--- src/rtl/text_dma_copier_pkg.sv ---
// Shared types and constants for the text-card block-copy DMA.
package soc_dma_pkg;

  localparam int ADDR_W    = 11;
  localparam int DATA_W    = 32;
  localparam int MEM_WORDS = 2048;

  // Byte enables for a full-word VGA write.
  localparam logic [3:0] VGA_WE_FULL = 4'b1111;

  typedef enum logic [2:0] {
    S_IDLE,
    S_READ,
    S_WAIT,
    S_WRITE,
    S_DONE
  } dma_state_e;

endpackage

--- src/rtl/text_dma_copier_if.sv ---
// Control, status and bus-request signals between the I/O bank, the CPU
// arbitration logic and the copier.
interface text_dma_copier_if;
  import soc_dma_pkg::*;

  logic              start;
  logic              abort;
  logic [ADDR_W-1:0] srcAddr;
  logic [ADDR_W-1:0] dstAddr;
  logic [ADDR_W:0]   wordCount;
  logic              cpuBusy;
  logic [DATA_W-1:0] memRdata;

  logic              dmaOwn;
  logic              dmaMemEn;
  logic [ADDR_W-1:0] dmaMemAddr;
  logic              dmaVgaEn;
  logic [3:0]        dmaVgaWe;
  logic [ADDR_W-1:0] dmaVgaAddr;
  logic [DATA_W-1:0] dmaWdata;
  logic              busy;
  logic              done;
  logic              error;

  // System side: issues requests, reports CPU activity, returns read data.
  modport master (
    output start, abort, srcAddr, dstAddr, wordCount, cpuBusy, memRdata,
    input  dmaOwn, dmaMemEn, dmaMemAddr, dmaVgaEn, dmaVgaWe, dmaVgaAddr,
           dmaWdata, busy, done, error
  );

  // Copier side.
  modport slave (
    input  start, abort, srcAddr, dstAddr, wordCount, cpuBusy, memRdata,
    output dmaOwn, dmaMemEn, dmaMemAddr, dmaVgaEn, dmaVgaWe, dmaVgaAddr,
           dmaWdata, busy, done, error
  );

endinterface

--- src/rtl/text_dma_copier.sv ---
// Block-copy DMA from data memory to VGA text memory. Steals only cycles
// the CPU leaves idle; one word every three cycles when uncontended.
module text_dma_copier
  import soc_dma_pkg::*;
(
  input  logic            clk,
  input  logic            reset,
  text_dma_copier_if.slave bus
);

  localparam logic [ADDR_W+1:0] MEM_LIMIT = (ADDR_W+2)'(MEM_WORDS);
  localparam logic [ADDR_W:0]   ONE_WORD  = (ADDR_W+1)'(1);

  dma_state_e        state_q, state_d;
  logic [ADDR_W-1:0] src_q, src_d;
  logic [ADDR_W-1:0] dst_q, dst_d;
  logic [ADDR_W:0]   rem_q, rem_d;
  logic [DATA_W-1:0] data_q, data_d;
  logic              error_q, error_d;

  logic [ADDR_W+1:0] src_end;
  logic [ADDR_W+1:0] dst_end;
  logic              range_bad;
  logic              mem_grant;
  logic              vga_grant;

  // A bus phase is granted only when the CPU is not using either bank.
  assign mem_grant = (state_q == S_READ)  && !bus.cpuBusy;
  assign vga_grant = (state_q == S_WRITE) && !bus.cpuBusy;

  // Next-state, address/count update and request validation.
  always_comb begin
    // NOTE: every variable gets a default first so no path leaves one
    // unassigned, which would otherwise infer a latch.
    state_d = state_q;
    src_d   = src_q;
    dst_d   = dst_q;
    rem_d   = rem_q;
    data_d  = data_q;
    error_d = 1'b0;

    src_end   = {2'b00, bus.srcAddr} + {1'b0, bus.wordCount};
    dst_end   = {2'b00, bus.dstAddr} + {1'b0, bus.wordCount};
    range_bad = (src_end > MEM_LIMIT) || (dst_end > MEM_LIMIT);

    unique case (state_q)
      S_IDLE: begin
        if (bus.start) begin
          if (range_bad) begin
            error_d = 1'b1;
          end else if (bus.wordCount == '0) begin
            state_d = S_DONE;
          end else begin
            src_d   = bus.srcAddr;
            dst_d   = bus.dstAddr;
            rem_d   = bus.wordCount;
            state_d = S_READ;
          end
        end
      end
      S_READ: begin
        if (bus.abort)     state_d = S_IDLE;
        else if (mem_grant) state_d = S_WAIT;
      end
      S_WAIT: begin
        // Read data is valid here regardless of what the CPU does now.
        data_d  = bus.memRdata;
        state_d = bus.abort ? S_IDLE : S_WRITE;
      end
      S_WRITE: begin
        // A write granted alongside abort still lands and is counted.
        if (vga_grant) begin
          src_d   = src_q + 1'b1;
          dst_d   = dst_q + 1'b1;
          rem_d   = rem_q - 1'b1;
          state_d = (rem_q > ONE_WORD) ? S_READ : S_DONE;
        end
        if (bus.abort) state_d = S_IDLE;
      end
      S_DONE:  state_d = S_IDLE;
      default: state_d = S_IDLE;
    endcase
  end

  // State and datapath registers with synchronous active-low reset.
  always_ff @(posedge clk) begin
    // NOTE: the data register is reset, not left uninitialised like a
    // memory, because it drives dmaWdata which must read 0 out of reset.
    if (!reset) begin
      // NOTE: sequential state uses non-blocking assignments so every flop
      // samples the pre-edge values regardless of statement order.
      state_q <= S_IDLE;
      src_q   <= '0;
      dst_q   <= '0;
      rem_q   <= '0;
      data_q  <= '0;
      error_q <= 1'b0;
    end else begin
      state_q <= state_d;
      src_q   <= src_d;
      dst_q   <= dst_d;
      rem_q   <= rem_d;
      data_q  <= data_d;
      error_q <= error_d;
    end
  end

  // Status and bus outputs: addresses/data straight from registers,
  // enables combinational from state and cpuBusy.
  always_comb begin
    bus.busy       = (state_q == S_READ) || (state_q == S_WAIT) ||
                     (state_q == S_WRITE);
    bus.done       = (state_q == S_DONE);
    bus.error      = error_q;
    bus.dmaOwn     = mem_grant || vga_grant;
    bus.dmaMemEn   = mem_grant;
    bus.dmaMemAddr = src_q;
    bus.dmaVgaEn   = vga_grant;
    bus.dmaVgaWe   = vga_grant ? VGA_WE_FULL : 4'b0000;
    bus.dmaVgaAddr = dst_q;
    bus.dmaWdata   = data_q;
  end

endmodule

--- src/flat_wrapper.sv ---
// flat-port wrapper written by rule: the top's interface ports become plain ports
module text_dma_copier_flat import soc_dma_pkg::*;
  (clk, reset, bus_start, bus_abort, bus_srcAddr, bus_dstAddr, bus_wordCount, bus_cpuBusy, bus_memRdata, bus_dmaOwn, bus_dmaMemEn, bus_dmaMemAddr, bus_dmaVgaEn, bus_dmaVgaWe, bus_dmaVgaAddr, bus_dmaWdata, bus_busy, bus_done, bus_error);
  text_dma_copier_if bus_i ();
  input  logic clk;
  input  logic reset;
  input wire logic [$bits(bus_i.start)-1:0] bus_start;
  input wire logic [$bits(bus_i.abort)-1:0] bus_abort;
  input wire logic [$bits(bus_i.srcAddr)-1:0] bus_srcAddr;
  input wire logic [$bits(bus_i.dstAddr)-1:0] bus_dstAddr;
  input wire logic [$bits(bus_i.wordCount)-1:0] bus_wordCount;
  input wire logic [$bits(bus_i.cpuBusy)-1:0] bus_cpuBusy;
  input wire logic [$bits(bus_i.memRdata)-1:0] bus_memRdata;
  output wire logic [$bits(bus_i.dmaOwn)-1:0] bus_dmaOwn;
  output wire logic [$bits(bus_i.dmaMemEn)-1:0] bus_dmaMemEn;
  output wire logic [$bits(bus_i.dmaMemAddr)-1:0] bus_dmaMemAddr;
  output wire logic [$bits(bus_i.dmaVgaEn)-1:0] bus_dmaVgaEn;
  output wire logic [$bits(bus_i.dmaVgaWe)-1:0] bus_dmaVgaWe;
  output wire logic [$bits(bus_i.dmaVgaAddr)-1:0] bus_dmaVgaAddr;
  output wire logic [$bits(bus_i.dmaWdata)-1:0] bus_dmaWdata;
  output wire logic [$bits(bus_i.busy)-1:0] bus_busy;
  output wire logic [$bits(bus_i.done)-1:0] bus_done;
  output wire logic [$bits(bus_i.error)-1:0] bus_error;
  assign bus_i.start = bus_start;
  assign bus_i.abort = bus_abort;
  assign bus_i.srcAddr = bus_srcAddr;
  assign bus_i.dstAddr = bus_dstAddr;
  assign bus_i.wordCount = bus_wordCount;
  assign bus_i.cpuBusy = bus_cpuBusy;
  assign bus_i.memRdata = bus_memRdata;
  assign bus_dmaOwn = bus_i.dmaOwn;
  assign bus_dmaMemEn = bus_i.dmaMemEn;
  assign bus_dmaMemAddr = bus_i.dmaMemAddr;
  assign bus_dmaVgaEn = bus_i.dmaVgaEn;
  assign bus_dmaVgaWe = bus_i.dmaVgaWe;
  assign bus_dmaVgaAddr = bus_i.dmaVgaAddr;
  assign bus_dmaWdata = bus_i.dmaWdata;
  assign bus_busy = bus_i.busy;
  assign bus_done = bus_i.done;
  assign bus_error = bus_i.error;
  text_dma_copier u_core (.clk(clk), .reset(reset), .bus(bus_i));
endmodule
--- config.mk ---
export PLATFORM = sky130hd
export DESIGN_NAME = text_dma_copier_flat
export DESIGN_NICKNAME = d
export VERILOG_FILES = /design/src/rtl/text_dma_copier_pkg.sv /design/src/rtl/text_dma_copier_if.sv /design/src/rtl/text_dma_copier.sv /design/src/flat_wrapper.sv
export SDC_FILE = /design/constraint.sdc
export NUM_CORES = 1
export LEC_CHECK = 0
export BUFFER_PORTS_ARGS = -buffer_cell sky130_fd_sc_hd__buf_2
export CAP_MARGIN = 15
export CORE_MARGIN = 2
export CORE_UTILIZATION = 35
export DETAILED_ROUTE_END_ITERATION = 12
export SLEW_MARGIN = 20
export SYNTH_ARGS = -nofsm -noshare
export SYNTH_HDL_FRONTEND = slang
export SYNTH_SLANG_ARGS = --single-unit
export TNS_END_PERCENT = 100
--- constraint.sdc ---
create_clock -name clk -period 6.4 [get_ports clk]
set_input_delay 1.28 -clock clk [delete_from_list [all_inputs] [get_ports clk]]
set_output_delay 1.28 -clock clk [all_outputs]
set_load 0.005 [all_outputs]
==> flow_summary.toml <==
[outcome]
status = "finished clean"

[power_and_ir_drop]
p_sw_w = 0.000417
p_leak_nw = 2.54
clock_power_share_pct = 38.4
power.total_w = 0.00127
ir_drop_mv = 0.156
powerDensity_nw_per_um2 = 219
power_frac_seq_pct = 37.9
power_frac_comb_pct = 23.7
p_sw_share_pct = 32.8
p_int_w = 0.000854

[timing]
period_needed_ps = 4270
maxSlewViolCount = 0
setup_tns_ps = 0
fmax_ghz = 0.234
hold_viol = 0
rsz0062_at_grt = "no"
skew_ps = 14.1
tightest_slew_ps = 681
timing.hold.ws_ps = 460
relSlewSlack_pct = 54.6
setup_violations = 0
fin_ws_ps = 2130
fin_crit_sh_pct = 66.8

[global_routing]
grt_pass1_wl_um = 23100
grt_pass1_vias = 4656
grt_max_degree = 69
grt_use_total_pct = 19.6
antenna_found_initial = 0
grt.overflow.total = 0

[floorplanning]
ioPinCount = 135
die_area_um2 = 14600
fp.dieW_um = 121
die_h_um = 121
start_util_pct = 36.0
row_count = 42
coreArea_um2 = 13200

[drt]
drc = 0
drt-total-wl_um = 14400
firstDrtPassIters = 5
detail_route.wl_per_cell_um = 15.3
dr_total_vias = 5031
viasPerCell = 5.36
drt_iter0_markers = 353
ant_nets = 0

[clocking]
cts-resized-gates = 0
numCtsBuffers = 9
cts.htree.levels = 3
cts_root_buffer = "clkbuf_16"
clock_sinks = 70
clk-insertion-delay-late_ps = 340
clk_path_buf_depth = 2
cts_tree = "yes"
cts_setup_buffers = 0
hold_buffers = 0
clkSlewWorstSetupHoldPaths_ps = 60

[critical_path]
end_kind = "flip-flop"
cp.arrival_ps = 4470
cp-start-kind = "input pin"
worstPathMaxFanout = 68
path_class = "input pin to flip-flop"
cp_data_required_time_ps = 6590

[synth]
yosysMostFrequentCell = "nand2_1"
syn_area_um2 = 4760
ys_types = 62
synth.net_count = 749
yosysTopAreaCellShare_pct = 29.4
yosys.area.top_type = "dfxtp_1"
synthCells = 650
async_reset_ff_share_pct = 0
yosys-top-cells-area = "dfxtp_1 (29%), nand2_1 (13%), ha_1 (6.8%)"
synth_edf_count = 0
syn_area_per_cell_um2 = 7.32
ys_seq_area_share_pct = 29.4
ys_ff_latch = 70
synth_common_cells = "nand2_1 (166), dfxtp_1 (70), nor2_1 (49)"
ys_warn_count = 0
synthFlopType = "dfxtp_1"

[placement]
dpl.hpwl_um = 10600
place_congestion = 0.941
portBuffers = 134
post-place-ws_ps = 1530
place_inst = 922

[final_layout]
final_cell_count_no_fill = 938
nets = 856
diodes = 0
areaGrowthSynthToFinish_pct = 21.8
drive_above_1_share_pct = 22.8

[hold_path]
hp-class = "flip-flop to flip-flop"

[flow_run]
drv_cap = 0
-- worst paths after layout --
path,from,end,slack [ps],cells after the start
worst max-delay path,bus_wordCount[0],u_core.rem_q[7],2130,12
worst min-delay path,u_core.bus.dmaWdata[5],u_core.bus.dmaWdata[5],460,2
worst min register to register,u_core.bus.dmaWdata[5],u_core.bus.dmaWdata[5],460,2
worst max register to register,u_core.state_q[2],u_core.bus.dmaVgaAddr[0],3490,8
-- cells in the final DEF, fill, tap and decap left out, types with 9 or more instances in the layout --
cell	n
nand2_1	166
buf_2	134
dfxtp_1	70
nor2_1	49
a21boi_0	32
a21oi_1	29
ha_1	26
o21ai_0	21
inv_1	16
o22ai_1	16
o31ai_1	16
nand3_1	15
o211ai_1	12
nor3_1	11
nand2b_1	10
clkbuf_16	9
-- state kept, by name (all words and copies together) (netlist names) --
name and cells:
u_core.bus.dmaMemAddr 11, u_core.bus.dmaVgaAddr 11, u_core.bus.error 1, u_core.rem_q 12, u_core.state_q 3, u_core.bus.dmaWdata 32
-- critical path, stage by stage --
cell and delay, ps:
buf_2 150, ha_1 240, fa_1 410, a211o_1 340
a31o_1 220, a31oi_1 250, mux2i_1 210, nand4_1 100
a22o_1 280, a211o_4 600, o211ai_1 260, o21ai_0 100
-- area by class of cell --
class / count / area (µm²)
Inverter: 16 / 60.1
Fill cell: 1412 / 7440
Tap cell: 176 / 220
Sequential cell: 70 / 1400
Clock buffer: 9 / 225
Multi-Input combinational cell: 522 / 3130
Timing Repair Buffer: 138 / 701
Clock inverter: 7 / 61.3
-- metrics by stage --
stage / area, µm² / util, %
detailed placement: 5500 / 41.6
global route: 5800 / 43.8
CTS: 5790 / 43.7
global placement: 5500 / 41.5
floorplan: 4760 / -
finish: 5800 / 43.8
-- power groups by stage --
stage | Combinational [W] | Clock [W] | Sequential (W)
5_1_grt | 0.000337 | 0.000522 | 0.000486
2_1_floorplan | 0.000208 | 0 | 0.000485
3_3_place_gp | 0.000291 | 0 | 0.000490
6_report | 0.000301 | 0.000488 | 0.000482
4_1_cts | 0.000300 | 0.000502 | 0.000482
3_5_place_dp | 0.000298 | 0 | 0.000491
-- kinds of logic after synthesis --
kind of cell,share of synthesized area (%)
muxes,0.421
adders and majority gates,7.67
AOI/OAI and AO/OA,28.9
xor gates and xnor gates,1.47
and+or+nand+nor,26.8
buffers and inverters,5.34
DFF,29.4
-- per-layer routing --
layer / wire length, µm / global-route usage, % / vias to the layer above
li1: - / - / 2531
met1: 6860 / 26.7 / 2328
met2: 6440 / 30.9 / 148
met3: 786 / 3.73 / 24
met4: 306 / 7.27 / 0
met5: 0 / 0 / -
(Power assumes the default switching activity.)
